## config.mk

```make
export PLATFORM = sky130hd
export DESIGN_NAME = mem_port_arbiter
export DESIGN_NICKNAME = d
export VERILOG_FILES = /design/src/rtl/mem_port_arbiter.sv
export SDC_FILE = /design/constraint.sdc
export NUM_CORES = 1
export LEC_CHECK = 0
export CAP_MARGIN = 5
export CORE_MARGIN = 4
export CORE_UTILIZATION = 45
export DETAILED_ROUTE_END_ITERATION = 6
export HOLD_SLACK_MARGIN = 0.08
export PLACE_DENSITY = 0.87
export SLEW_MARGIN = 20
export SYNTH_ARGS = -nofsm -noshare
export SYNTH_HDL_FRONTEND = slang
export SYNTH_SLANG_ARGS = --single-unit
```

## constraint.sdc

```tcl
create_clock -name clk -period 3.61 [get_ports clk]
set_input_delay 0.9025 -clock clk [delete_from_list [all_inputs] [get_ports clk]]
set_output_delay 0.9025 -clock clk [all_outputs]
set_load 0.02 [all_outputs]
```

## src/rtl/mem_port_arbiter.sv

```systemverilog
// Shares one single-ported, fixed-latency memory between instruction fetch and data access.
// Issue/wait/response FSM with data priority and a bounded fetch starvation window.

module mem_port_arbiter #(
  parameter int ADDR_W     = 32,
  parameter int DATA_W     = 32,
  parameter int MEM_LAT    = 2,
  parameter int STARVE_MAX = 4
) (
  input  logic              clk,
  input  logic              reset,
  input  logic              if_req,
  input  logic [ADDR_W-1:0] if_addr,
  input  logic              if_kill,
  output logic              if_ready,
  output logic [DATA_W-1:0] if_rdata,
  input  logic              dm_req,
  input  logic              dm_we,
  input  logic [ADDR_W-1:0] dm_addr,
  input  logic [DATA_W-1:0] dm_wdata,
  output logic              dm_ready,
  output logic [DATA_W-1:0] dm_rdata,
  output logic              mem_en,
  output logic              mem_we,
  output logic [ADDR_W-1:0] mem_addr,
  output logic [DATA_W-1:0] mem_wdata,
  input  logic [DATA_W-1:0] mem_rdata,
  output logic              busy
);

  typedef enum logic [1:0] {
    IDLE = 2'd0,
    BUSY = 2'd1,
    RESP = 2'd2
  } state_t;

  localparam logic [3:0] LAT_INIT   = 4'(MEM_LAT);
  localparam logic [3:0] STARVE_LIM = 4'(STARVE_MAX);

  state_t              state_r;
  state_t              nextState_s;

  logic                grantIf_s;
  logic                grantDm_s;
  logic                ifEligible_s;
  logic                lastCycle_s;
  logic                killSeen_s;

  logic                ownerIf_r;
  logic [ADDR_W-1:0]   addr_r;
  logic                we_r;
  logic [DATA_W-1:0]   wdata_r;
  logic [3:0]          waitCnt_r;
  logic [3:0]          starveCnt_r;
  logic                killFlag_r;

  logic                memEn_s;
  logic                busy_s;
  logic                ifReady_s;
  logic                dmReady_s;
  logic                captureIf_s;
  logic                captureDm_s;

  logic                memEn_r;
  logic                busy_r;
  logic                ifReady_r;
  logic                dmReady_r;
  logic [DATA_W-1:0]   ifRdata_r;
  logic [DATA_W-1:0]   dmRdata_r;

  // Arbitration: data wins unless fetch has been starved for STARVE_MAX grants.
  always_comb begin
    ifEligible_s = if_req & ~if_kill;
    grantIf_s    = 1'b0;
    grantDm_s    = 1'b0;
    if (state_r == IDLE) begin
      grantIf_s = ifEligible_s & ((starveCnt_r == STARVE_LIM) | ~dm_req);
      grantDm_s = dm_req & ~grantIf_s;
    end else begin
      grantIf_s = 1'b0;
      grantDm_s = 1'b0;
    end
  end

  assign lastCycle_s = (state_r == BUSY) && (waitCnt_r <= 4'd1);
  assign killSeen_s  = killFlag_r | if_kill;

  // FSM state register.
  always_ff @(posedge clk or negedge reset) begin
    if (!reset) begin
      state_r <= IDLE;
    end else begin
      state_r <= nextState_s;
    end
  end

  // FSM next-state logic.
  always_comb begin
    nextState_s = state_r;
    case (state_r)
      IDLE: begin
        if (grantIf_s || grantDm_s) begin
          nextState_s = BUSY;
        end else begin
          nextState_s = IDLE;
        end
      end
      BUSY: begin
        if (lastCycle_s) begin
          nextState_s = RESP;
        end else begin
          nextState_s = BUSY;
        end
      end
      RESP:    nextState_s = IDLE;
      default: nextState_s = IDLE;
    endcase
  end

  // FSM output decode, computed one cycle early so every output leaves a flop.
  always_comb begin
    memEn_s     = (nextState_s == BUSY);
    busy_s      = (nextState_s != IDLE);
    ifReady_s   = 1'b0;
    dmReady_s   = 1'b0;
    captureIf_s = 1'b0;
    captureDm_s = 1'b0;
    if (lastCycle_s) begin
      ifReady_s   = ownerIf_r & ~killSeen_s;
      dmReady_s   = ~ownerIf_r;
      captureIf_s = ownerIf_r & ~killSeen_s;
      captureDm_s = ~ownerIf_r & ~we_r;
    end else begin
      ifReady_s   = 1'b0;
      dmReady_s   = 1'b0;
      captureIf_s = 1'b0;
      captureDm_s = 1'b0;
    end
  end

  // Access latch: owner, address, write data and the latency down-counter.
  always_ff @(posedge clk or negedge reset) begin
    if (!reset) begin
      ownerIf_r <= 1'b0;
      addr_r    <= '0;
      we_r      <= 1'b0;
      wdata_r   <= '0;
      waitCnt_r <= 4'd0;
    end else if (grantIf_s || grantDm_s) begin
      ownerIf_r <= grantIf_s;
      addr_r    <= grantIf_s ? if_addr : dm_addr;
      we_r      <= grantDm_s & dm_we;
      wdata_r   <= grantIf_s ? '0 : dm_wdata;
      waitCnt_r <= LAT_INIT;
    end else if (state_r == BUSY) begin
      waitCnt_r <= waitCnt_r - 4'd1;
      if (lastCycle_s) begin
        we_r <= 1'b0;
      end
    end
  end

  // Starvation counter: counts data grants that overtook a pending fetch.
  always_ff @(posedge clk or negedge reset) begin
    if (!reset) begin
      starveCnt_r <= 4'd0;
    end else if (grantDm_s && if_req) begin
      if (starveCnt_r < STARVE_LIM) begin
        starveCnt_r <= starveCnt_r + 4'd1;
      end
    end else if (grantDm_s || grantIf_s) begin
      starveCnt_r <= 4'd0;
    end
  end

  // Kill flag: a redirect while fetch owns the port suppresses its response.
  always_ff @(posedge clk or negedge reset) begin
    if (!reset) begin
      killFlag_r <= 1'b0;
    end else if (nextState_s == IDLE) begin
      killFlag_r <= 1'b0;
    end else if ((state_r != IDLE) && ownerIf_r && if_kill) begin
      killFlag_r <= 1'b1;
    end
  end

  // Output registers, including the per-requester read data holding registers.
  always_ff @(posedge clk or negedge reset) begin
    if (!reset) begin
      memEn_r   <= 1'b0;
      busy_r    <= 1'b0;
      ifReady_r <= 1'b0;
      dmReady_r <= 1'b0;
      ifRdata_r <= '0;
      dmRdata_r <= '0;
    end else begin
      memEn_r   <= memEn_s;
      busy_r    <= busy_s;
      ifReady_r <= ifReady_s;
      dmReady_r <= dmReady_s;
      if (captureIf_s) begin
        ifRdata_r <= mem_rdata;
      end
      if (captureDm_s) begin
        dmRdata_r <= mem_rdata;
      end
    end
  end

  assign mem_en    = memEn_r;
  assign mem_we    = we_r;
  assign mem_addr  = addr_r;
  assign mem_wdata = wdata_r;
  assign busy      = busy_r;
  assign if_ready  = ifReady_r;
  assign dm_ready  = dmReady_r;
  assign if_rdata  = ifRdata_r;
  assign dm_rdata  = dmRdata_r;

  mem_port_arbiter_chk u_chk (
    .clk      (clk),
    .reset    (reset),
    .if_ready (if_ready),
    .dm_ready (dm_ready),
    .mem_en   (mem_en),
    .mem_we   (mem_we),
    .busy     (busy)
  );

endmodule

// Protocol invariants of the arbiter outputs.
module mem_port_arbiter_chk (
  input logic clk,
  input logic reset,
  input logic if_ready,
  input logic dm_ready,
  input logic mem_en,
  input logic mem_we,
  input logic busy
);

  readyExclusive: assert property (@(posedge clk) disable iff (!reset) !(if_ready && dm_ready));
  enImpliesBusy:  assert property (@(posedge clk) disable iff (!reset) (!mem_en || busy));
  weImpliesEn:    assert property (@(posedge clk) disable iff (!reset) (!mem_we || mem_en));

endmodule
```

==> impl_metrics.tcl <==
set metrics [dict create \
    switching_share_pct 35.09 \
    max_slew_margin_pct 28.39 \
    share_comb_of_total_power_pct 46.8 \
    fill_cells 878 \
    status "finished clean" \
    mappedNetlistArea_mm2 0.005883 \
    cts_buffers 17 \
    grt_pass1_wl_mm 25.97 \
    area_growth_pct 58.44 \
    power.leakage_nw 4.127 \
    clkPwrFrac_pct 21.1 \
    critPathSlowestCell "or3_2" \
    cts_tree "done" \
    start_util_pct 46.24 \
    nets 831 \
    cap_violations 0 \
    p_switching_mw 3.144 \
    syn_area_per_cell_um2 13.75 \
    coreArea_mm2 0.01272 \
    avgViaCountPerCell 5.093 \
    cp-start-kind "flop" \
    cts_hold_buf 0 \
    clock_latency_ns 0.42 \
    synth-seq-cells 145 \
    dp.cells 846 \
    post_cts_resized 0 \
    place_area_mm2 0.008683 \
    report.final.setup_viol 0 \
    synth_top_area_share_pct 61.68 \
    synthTopCellsByArea "dfrtp_1 62%, mux2_4 7.7%, mux2_2 6.5%" \
    end_kind "flop" \
    io_pins 267 \
    whs_ns 0.5029 \
    pwr-share-seq_pct 32.1 \
    gp_congestion 0.7612 \
    drive_gt1_share_pct 15.44 \
    hpwl_mm 12.18 \
    final_cell_area_mm2 0.009321 \
    grt_pass1_vias 4886 \
    setup_tns_ns 0 \
    intPower_mw 5.815 \
    max_freq_mhz 351.9 \
    worst-path-buf-inv 0 \
    crit_required_ns 3.91 \
    clock_sinks 145 \
    yosysSeqAreaShare_pct 61.68 \
    synth_nets 566 \
    final.setup_skew_ns 0.007034 \
    drtIter0Drc 218 \
    worstSetupPathType "flop to flop" \
    min_period_ns 2.842 \
    yosys_warnings 0 \
    h-tree-depth 4 \
    die_h_um 122.3 \
    synth-edff-count 0 \
    powerDensity_mw_per_mm2 961.0 \
    drc 0 \
    path_delay_family "simple AND/OR/NAND/NOR gates" \
    antenna_found_initial 0 \
    vias 4472 \
    ir_drop_uv 508.2 \
    fp.dieArea_mm2 0.01497 \
    rsz0062_at_grt "no" \
    post-place-ws_ns 0.6199 \
    finalCritPeriodShare_pct 78.72 \
    ys.flop_type "dfrtp_1" \
    clockRootBuffer "clkbuf_16" \
    antenna_left 0 \
    dr.pass1.iters 4 \
    crit_fanout 32 \
    grt.total_usage_pct 22.62 \
    grt_overflow_total 0 \
    ys_types 35 \
    n_antenna_cell 0 \
    io_buffer_count 266 \
    clockBufferDepth 2 \
    fin_cells 878 \
    maxSlewViolCount 0 \
    hold_viol 0 \
    grt_max_degree 85 \
    synth_top_area_cell "dfrtp_1" \
    dieWidth_um 122.3 \
    wl_per_cell_um 19.18 \
    hold_path_class "flop to flop" \
    crit_chain "nand2b_1 > or4_4 > or3_2 > mux2_4" \
    clk_pin_slew_ns 0.06 \
    synthArstFlopShare_pct 100.0 \
    max_stage_delay_ns 0.88 \
    worst_pin_slew_ns 1.074 \
    crit_arrival_ns 3.14 \
    setup_ws_ns 0.7681 \
    post_cts_buffers 0 \
    syn_inst 428 \
    rows 41 \
    wl_mm 16.84 \
]
## cells by family (layout without fill, tap and decap cells)
family | count (synthesis) | in the layout | synth area share, %
xor+xnor | 3 | 3 | 0.4467
compound gates | 78 | 78 | 9.081
simple gates | 69 | 69 | 5.168
buf+inv | 33 | 311 | 3.169
flops | 145 | 145 | 61.68
fa+ha+maj | 4 | 4 | 0.8507
mux | 96 | 96 | 19.61
## power groups by stage
stage	clock [mW]	combinational, mW	sequential [mW]
after global routing	1.98	4.43	2.97
after global placement	0	4.07	2.84
after CTS	1.91	4.24	2.88
after detailed placement	0	4.21	2.87
final	1.89	4.19	2.88
after floorplan	0	1.41	3.68
## sequential cells by signal (all words and copies together) (netlist names), 2 cells and up
name	flops
dm_rdata	32
if_rdata	32
mem_addr	32
mem_wdata	32
starveCnt_r	4
waitCnt_r	4
state_r	2
## area by class of cell
cell class	count	area, µm²	share of cell area [%]
Clock inverter	10	153.9	1.651
Timing Repair Buffer	272	2721	29.19
Tap cell	172	215.2	2.309
Clock buffer	22	484.2	5.195
Multi-Input combinational cell	250	2092	22.44
Inverter	7	26.28	0.2819
Sequential cell	145	3628	38.93
## metal layers
layer | vias to the layer above | track usage (%) | part of all wire (%)
met3 | 27 | 7.465 | 8.0
met4 | 0 | 8.537 | 2.1
met2 | 184 | 38.96 | 51
met5 | - | 0 | 0
li1 | 2040 | - | -
met1 | 2221 | 26.27 | 39
## cells in the mapped netlist, types with 2 or more instances
library cell	n
o211ai_1	2
xnor2_1	3
o21ai_0	36
inv_1	7
nor2_1	13
o21a_1	2
nor3_1	3
mux2_4	30
mux2_2	34
nand2_1	40
buf_2	3
mux2i_1	32
buf_6	2
nand2b_1	2
buf_12	2
a22o_1	32
nor3b_1	3
buf_1	2
dfrtp_1	145
a21o_1	2
ha_1	4
clkbuf_1	16
## layout by cell type (no fill, tap or decap), types with 3 or more instances in the layout
cell	instances
a22o_1	32
bufinv_16	4
o21ai_0	36
clkbuf_16	17
mux2i_1	32
nor3_1	3
clkinv_2	5
dfrtp_1	145
clkbuf_8	4
mux2_2	34
clkdlybuf4s50_1	265
xnor2_1	3
mux2_4	30
ha_1	4
buf_4	5
inv_1	7
nor2_1	12
nand2_1	40
## final timing paths
kind                                           start                        end  slack [ns]  depth (start not counted)
setup / recovery                state_r[1]$_DFF_PN0_   dm_rdata[15]$_DFFE_PN0P_        0.77                          4
hold / removal             mem_wdata[20]$_DFFE_PN0P_  mem_wdata[20]$_DFFE_PN0P_        0.50                          1
setup reg to reg                state_r[1]$_DFF_PN0_   dm_rdata[15]$_DFFE_PN0P_        0.77                          4
hold reg to reg            mem_wdata[20]$_DFFE_PN0P_  mem_wdata[20]$_DFFE_PN0P_        0.50                          1
max in group asynchronous                      reset    dm_rdata[9]$_DFFE_PN0P_        2.32                          2
min in group asynchronous                      reset   if_rdata[19]$_DFFE_PN0P_        0.53                          1
## through the flow
step	power, mW	utilization (%)
2_1_floorplan	5.091	-
3_3_place_gp	6.906	68.25
3_5_place_dp	7.086	68.25
4_1_cts	9.031	73.27
5_1_grt	9.382	73.27
6_report	8.958	73.27
(Power assumes the default switching activity.)
